### config.mk
export PLATFORM = sky130hd
export DESIGN_NAME = display_shadow_regs
export DESIGN_NICKNAME = d
export VERILOG_FILES = /design/src/rtl/display_shadow_regs.sv
export SDC_FILE = /design/constraint.sdc
export NUM_CORES = 2
export LEC_CHECK = 0
export ABC_CLOCK_PERIOD_IN_PS = 2000
export BUFFER_PORTS_ARGS = -buffer_cell sky130_fd_sc_hd__buf_2
export CAP_MARGIN = 20
export CORE_ASPECT_RATIO = 0.6
export CORE_MARGIN = 2
export CORE_UTILIZATION = 56
export DETAILED_ROUTE_END_ITERATION = 16
export PLACE_DENSITY = 0.86
export RECOVER_POWER = 100
export SYNTH_ARGS = -nofsm -noshare
export SYNTH_HDL_FRONTEND = slang
export SYNTH_SLANG_ARGS = --single-unit
### constraint.sdc
create_clock -name clk -period 2 [get_ports clk]
set_input_delay 0.1 -clock clk [delete_from_list [all_inputs] [get_ports clk]]
set_output_delay 0.1 -clock clk [all_outputs]
set_load 0.02 [all_outputs]
### src/rtl/display_shadow_regs.sv
// display_shadow_regs: frame-synchronous shadow bank for the VGA controller.
// Snoops register-file writes into a pending bank and copies pending to the
// visible bank only at frame_end, so a displayed frame never mixes game states.
// Optional feature macro: DISPLAY_HISCORE_TRACK_EN (hardware-maintained high_score).
module display_shadow_regs #(
    parameter int unsigned BASE_REG  = 16,
    parameter int unsigned CNT_WIDTH = 16
) (
    input  logic                 clk,
    input  logic                 reset,
    input  logic                 we,
    input  logic [4:0]           waddr,
    input  logic [31:0]          wdata,
    input  logic                 frame_end,
    output logic [31:0]          pipe1x,
    output logic [31:0]          pipe2x,
    output logic [31:0]          pipe3x,
    output logic [31:0]          pipe4x,
    output logic [31:0]          pipe1bottomtop,
    output logic [31:0]          pipe2bottomtop,
    output logic [31:0]          pipe3bottomtop,
    output logic [31:0]          pipe4bottomtop,
    output logic [31:0]          pipe1yspace,
    output logic [31:0]          pipe2yspace,
    output logic [31:0]          pipe3yspace,
    output logic [31:0]          pipe4yspace,
    output logic [31:0]          bird_top_left,
    output logic [31:0]          current_score,
    output logic [31:0]          high_score,
    output logic                 frame_committed,
    output logic                 pending_dirty,
    output logic [CNT_WIDTH-1:0] commit_count
);

    localparam int unsigned NUM_REGS = 15;
    localparam int unsigned OFF_W    = 4;
    localparam int unsigned DATA_W   = 32;
    localparam int unsigned CUR_OFF  = 13;
    localparam int unsigned HI_OFF   = 14;
`ifdef DISPLAY_HISCORE_TRACK_EN
    // high_score is owned by hardware, so its offset is not writable
    localparam int unsigned LAST_WR_OFF = 13;
`else
    localparam int unsigned LAST_WR_OFF = 14;
`endif

    typedef enum logic {
        CLEAN = 1'b0,
        DIRTY = 1'b1
    } state_t;

    state_t                  state_q;
    state_t                  state_d;
    logic                    commit_c;
    logic                    wr_accept_c;
    logic [OFF_W-1:0]        wr_off_c;
    logic [31:0]             waddr_ext_c;
    logic [DATA_W-1:0]       pending_q [NUM_REGS];
    logic [DATA_W-1:0]       visible_q [NUM_REGS];
    logic                    frame_committed_q;
    logic [CNT_WIDTH-1:0]    commit_count_q;

    // Decode a register-file write into the bank window
    always_comb begin
        waddr_ext_c = 32'(waddr);
        wr_accept_c = we && (waddr != 5'd0)
                      && (waddr_ext_c >= BASE_REG)
                      && (waddr_ext_c <= BASE_REG + LAST_WR_OFF);
        wr_off_c    = OFF_W'(waddr_ext_c - BASE_REG);
    end

    // State register
    always_ff @(posedge clk) begin
        if (reset) state_q <= CLEAN;
        else       state_q <= state_d;
    end

    // Next state and commit decision; a write racing a commit keeps the bank dirty
    always_comb begin
        state_d  = state_q;
        commit_c = 1'b0;
        case (state_q)
            CLEAN: begin
                if (wr_accept_c) state_d = DIRTY;
            end
            DIRTY: begin
                if (frame_end) begin
                    commit_c = 1'b1;
                    state_d  = wr_accept_c ? DIRTY : CLEAN;
                end
            end
            default: state_d = CLEAN;
        endcase
    end

    // Pending bank captures accepted writes, last write wins
    always_ff @(posedge clk) begin
        if (reset) begin
            pending_q <= '{default: '0};
        end else if (wr_accept_c) begin
            pending_q[wr_off_c] <= wdata;
        end
    end

    // Visible bank, commit pulse and commit counter update together at commit
    always_ff @(posedge clk) begin
        if (reset) begin
            visible_q         <= '{default: '0};
            frame_committed_q <= 1'b0;
            commit_count_q    <= '0;
        end else begin
            frame_committed_q <= commit_c;
            if (commit_c) begin
                visible_q      <= pending_q;
`ifdef DISPLAY_HISCORE_TRACK_EN
                visible_q[HI_OFF] <= (pending_q[CUR_OFF] > visible_q[HI_OFF]) ?
                                     pending_q[CUR_OFF] : visible_q[HI_OFF];
`endif
                commit_count_q <= commit_count_q + CNT_WIDTH'(1);
            end
        end
    end

    // Output mapping of registered state
    assign pipe1x          = visible_q[0];
    assign pipe2x          = visible_q[1];
    assign pipe3x          = visible_q[2];
    assign pipe4x          = visible_q[3];
    assign pipe1bottomtop  = visible_q[4];
    assign pipe2bottomtop  = visible_q[5];
    assign pipe3bottomtop  = visible_q[6];
    assign pipe4bottomtop  = visible_q[7];
    assign pipe1yspace     = visible_q[8];
    assign pipe2yspace     = visible_q[9];
    assign pipe3yspace     = visible_q[10];
    assign pipe4yspace     = visible_q[11];
    assign bird_top_left   = visible_q[12];
    assign current_score   = visible_q[CUR_OFF];
    assign high_score      = visible_q[HI_OFF];
    assign frame_committed = frame_committed_q;
    assign pending_dirty   = (state_q == DIRTY);
    assign commit_count    = commit_count_q;

endmodule

# After elaboration in Yosys (flattened, before gate mapping)
# Cells that the tools add are included.
classes:
  add_sub_neg: 2
  multipliers: 0
  n_div: 0
  order_cmp: 4
  n_eq_ne: 0
  shift: 0
  n_mux: 8
  n_bitwise: 2
  reduce_logical: 5
ops:
  columns: ["operator", "count"]
  rows:
  - ["bitwise mux 480 bit", 1]
  - ["demux 32 bit (select 4 bit)", 1]
  - ["2-to-1 mux 32 bit", 1]
  - ["adder 16 x 1 -> 16 bit, second input constant", 1]
  - ["greater-or-equal comparator 5 bit, second input constant", 2]
  - ["<= comparator 5 bit, second input constant", 1]
  - ["< comparator 5 x 1 -> 1 bit, second input constant", 1]
  - ["inverter 4 -> 5 bit", 1]
  - ["nonzero test 5 bit", 1]
  - ["logical AND 1 bit", 4]
  - ["2-to-1 mux 1 bit", 4]
  - ["subtractor 4 x 1 -> 4 bit, second input constant", 1]
  - ["case mux 1 bit (2 select lines)", 1]
  - ["inverter 1 bit", 1]
word_totals:
  register_bits: 978
  latchBits: 0
  mem_bits_rw: 0
  romBits: 0
  n_memories: 0

# Longest topological paths before layout
logic_depth:
  depth_word: 7
  ltp_mapped: 7
  ltp_nobuf: 5

# Least setup slack after synthesis
# No wires, ideal clock.
synth_path:
  kind: "register to register"
  startpoint: "register commit_count_q[3], in the netlist commit_count[3]"
  endpoint: "register commit_count_q[15], in the netlist commit_count[15]"
  setup_ns: 0.123
  arrival_ns: 1.511
  required_ns: 1.877
  setup_slack_ns: 0.366
  stages_incl_launch_ff: 5
  path_buffers: 0
  period_less_slack_ns: 1.634
  cell_sequence: "dfxtp_1 nand4_2 nor4_2 nand3_1 mux2_1"
synth_between:
  elab_chain_len: 1
synth_rtl:
  columns: ["item", "line_no", "source"]
  rows:
  - ["from (decl)", "61", "logic [CNT_WIDTH-1:0] commit_count_q;"]
  - ["from (signal assigned)", "119", "commit_count_q <= commit_count_q + CNT_WIDTH'(1);"]
  - ["adder 16 x 1 -> 16 bit", "119", null]
# No other way between the ends.
# A chain may end at the register's enable or synchronous reset.

# Worst setup path in the final report
layout_path:
  startpoint: "register state_q, in the netlist pending_dirty"
  endpoint: "register visible_q (netlist bit pipe3yspace[16])"
layout_between:
  elab_chain_len: 1
layout_rtl:
  columns: ["item", "line_no", "source"]
  rows:
  - ["from (decl)", "52", "state_t state_q;"]
  - ["from (signal assigned)", "75", "else state_q <= state_d;"]
  - ["2-to-1 mux 1 bit", "82", "case (state_q)"]
  - ["to (signal assigned)", "114", "visible_q <= pending_q;"]
  - ["to (decl)", "59", "logic [DATA_W-1:0] visible_q [NUM_REGS];"]
# No other way between the ends.

==> flow_metrics.py <==
metrics = {
    "run_status": {
        "run_status": "complete, no violations",
    },
    "drt": {
        "vias_per_cell": 5.72,
        "drc": 0,
        "routedWlPerCell_um": 20.0,
        "wirelength_mm": 112,
        "vias": 31800,
        "dr.pass1.iters": 9,
        "ant_nets": 0,
        "drt_iter0_markers": 4208,
    },
    "floorplanning": {
        "rows": 69,
        "start_util_pct": 56.8,
        "pin_count": 539,
        "die_area_um2": 62200,
        "coreArea_um2": 59300,
        "die_h_um": 194,
        "die_width_um": 321,
    },
    "layout": {
        "nFillCells": 4986,
        "syn2layout_area_growth_pct": 17.1,
        "final_common_cell": "nand2_1",
        "nets": 4747,
        "finalNonFillerCells": 5564,
        "drive_gt1_share_pct": 5.87,
        "mostFrequentLayoutCells": "nand2_1, dfxtp_1, a21oi_1",
    },
    "hold_path": {
        "whs_endpoint": "pending_q[209]",
        "hold_path_depth": 3,
        "hp-start": "wdata[17]",
        "hold_class": "in -> reg",
    },
    "clock_tree": {
        "cts_root_buf": "clkbuf_16",
        "cts-resized-gates": 0,
        "clk_latency_ns": 0.64,
        "cts_tree": "yes",
        "htreeDepth": 3,
        "cts-buffers-inserted": 82,
        "clk_path_buf_depth": 3,
        "postCtsHoldBufs": 10,
        "path_clk_slew_ns": 0.07,
        "post_cts_buffers": 0,
        "cts_sinks": 978,
    },
    "worst_setup_path": {
        "crit_buf_inv": 2,
        "crit_family": "buffers and inverters",
        "cp-start-kind": "register",
        "r2r-start": "pending_dirty",
        "critPathRequiredTime_ns": 2.57,
        "r2r_slack_ns": 0.20,
        "critical_path_arrival_ns": 2.37,
        "path_cells": "nand2_1, buf_12, buf_6, nand2_1, a21oi_1",
        "max_stage_delay_ns": 0.48,
        "reg2reg_depth": 5,
        "path_common_cell": "nand2_1",
        "endpoint_kind": "register",
        "path_class": "reg -> reg",
        "cp_slowest_cell": "buf_6",
        "reg2reg_to": "pipe3yspace[16]",
        "path_depth": 5,
        "cp_max_fo": 82,
    },
    "timing": {
        "timing.fmax_mhz": 556,
        "setup_tns_ns": 0,
        "fin_ws_ns": 0.203,
        "finalCritPeriodShare_pct": 89.9,
        "period_needed_ns": 1.80,
        "slew_violations": 0,
        "skew_ns": 0.0218,
        "slew_headroom_pct": 38.4,
        "grt_setup_unrepaired": "false",
        "tightest_slew_ns": 0.924,
        "hold_ws_ns": 0.0522,
        "setup_viol": 0,
        "hold_violations": 0,
    },
    "synthesis": {
        "synth_cells": 4320,
        "synthTopCellsByArea": "dfxtp_1, nand2_1, a21oi_1, clkbuf_1, buf_2",
        "synth-edff-count": 0,
        "synth_top_area_cell": "dfxtp_1",
        "synth-seq-cells": 978,
        "ys_seq_area_share_pct": 58.1,
        "syn_nets": 4362,
        "yosys_warnings": 0,
        "synth_top_area_share_pct": 58.1,
        "syn_area_per_cell_um2": 7.79,
        "ys.flop_type": "dfxtp_1",
        "synthArstFlopShare_pct": 0,
        "synth_area_um2": 33700,
        "netlist-cell-type-count": 30,
    },
    "power": {
        "p_leak_nw": 12.7,
        "p_per_area_nw_per_um2": 963,
        "vdd_drop_max_mv": 0.692,
    },
    "placed_design": {
        "dpl.hpwl_mm": 67.5,
        "post-place-ws_ns": 0.360,
        "post-place-cells": 5392,
        "port_buffers": 538,
        "place.gp.congestion": 0.863,
    },
    "global_routing": {
        "grt_start_max_net_pins": 83,
        "grt_pass1_wl_mm": 166,
        "overflow": 0,
        "grt_pass1_vias": 28600,
        "grt_util_all_layers_pct": 34.5,
        "antenna_found_initial": 7,
    },
    "run": {
        "drv_cap": 0,
    },
}
==> power breakdown <==
group	internal, mW	switching [mW]
sequential	19.5	0.0483
combinational	0.260	1.17
clock	9.59	7.34
total	29.4	8.56
==> cell usage after synthesis (3+ instances only) <==
cell and count:
nand2_1 1939, dfxtp_1 978, a21oi_1 962, clkbuf_1 239, buf_2 77, buf_1 31
nor2_1 27, nand3_1 9, nand4_1 8, xnor2_1 7, nor2b_1 5, and2_1 4
nand2b_1 4, xor2_1 4, nor3_1 3, nor3_2 3
==> layout make-up <==
class | count | area [um2] | area share [%]
Sequential cell | 978 | 19600 | 49.7
Multi-Input combinational cell | 2995 | 12700 | 32.2
Timing Repair Buffer | 648 | 3290 | 8.34
Clock buffer | 120 | 2410 | 6.10
Tap cell | 781 | 977 | 2.48
Clock inverter | 31 | 444 | 1.13
Antenna cell | 11 | 27.5 | 0.0698
==> per-layer routing <==
metal / GRT usage [%] / wire length, um / vias to the layer above / share of wire [%]
met5: 0 / 0 / - / 0
met4: 17.2 / 5820 / 0 / 5.2
met3: 7.31 / 12700 / 385 / 11
met2: 52.4 / 49300 / 1910 / 44
met1: 46.6 / 43700 / 14900 / 39
li1: - / - / 14600 / -
==> how the worst max path moves through the flow <==
stage / from / to
2_1_floorplan: commit_count[3] / commit_count[15]
3_3_place_gp: waddr[4] / pending_q[71]
3_5_place_dp: pending_dirty / pipe2yspace[0]
4_1_cts: commit_count[0] / commit_count[12]
5_1_grt: we / pending_q[406]
6_report: pending_dirty / pipe3yspace[16]
==> cells by family (layout without fill, tap and decap cells) <==
kind of cell               after synthesis  in the layout  share of synthesized area [%]
and+or+nand+nor                       2017           2017                           23.0
xor gates and xnor gates                11             11                          0.286
DFF                                    978            978                           58.1
AOI/OAI and AO/OA                      963            963                           14.3
buffers and inverters                  347            799                           4.15
other                                    0             11                              0
adders and majority gates                1              1                         0.0372
muxes                                    3              3                          0.100
==> registers in the layout (all words and copies together), names as in the netlist <==
register	count
pipe1x	32
pipe2x	32
pipe2bottomtop	32
pending_q	480
pipe2yspace	32
pipe4x	32
bird_top_left	32
high_score	32
pipe3x	32
commit_count	16
current_score	32
pipe3yspace	32
pipe4bottomtop	32
pipe1bottomtop	32
pending_dirty	1
pipe4yspace	32
pipe3bottomtop	32
pipe1yspace	32
frame_committed	1
==> worst min-delay path, stage by stage <==
cell     delay (ns)
buf_2          0.34
nand2_1        0.15
a21oi_1        0.05
==> per-stage QoR <==
| step | power, mW | area [um2] | utilization (%) |
|---|---|---|---|
| 2_1_floorplan | 20.7 | 33700 | - |
| 3_3_place_gp | 21.4 | 37200 | 62.8 |
| 3_5_place_dp | 21.4 | 37200 | 62.8 |
| 4_1_cts | 38.0 | 40200 | 67.8 |
| 5_1_grt | 38.9 | 39400 | 66.4 |
| 6_report | 38.0 | 39400 | 66.5 |
(Power assumes the default switching activity.)
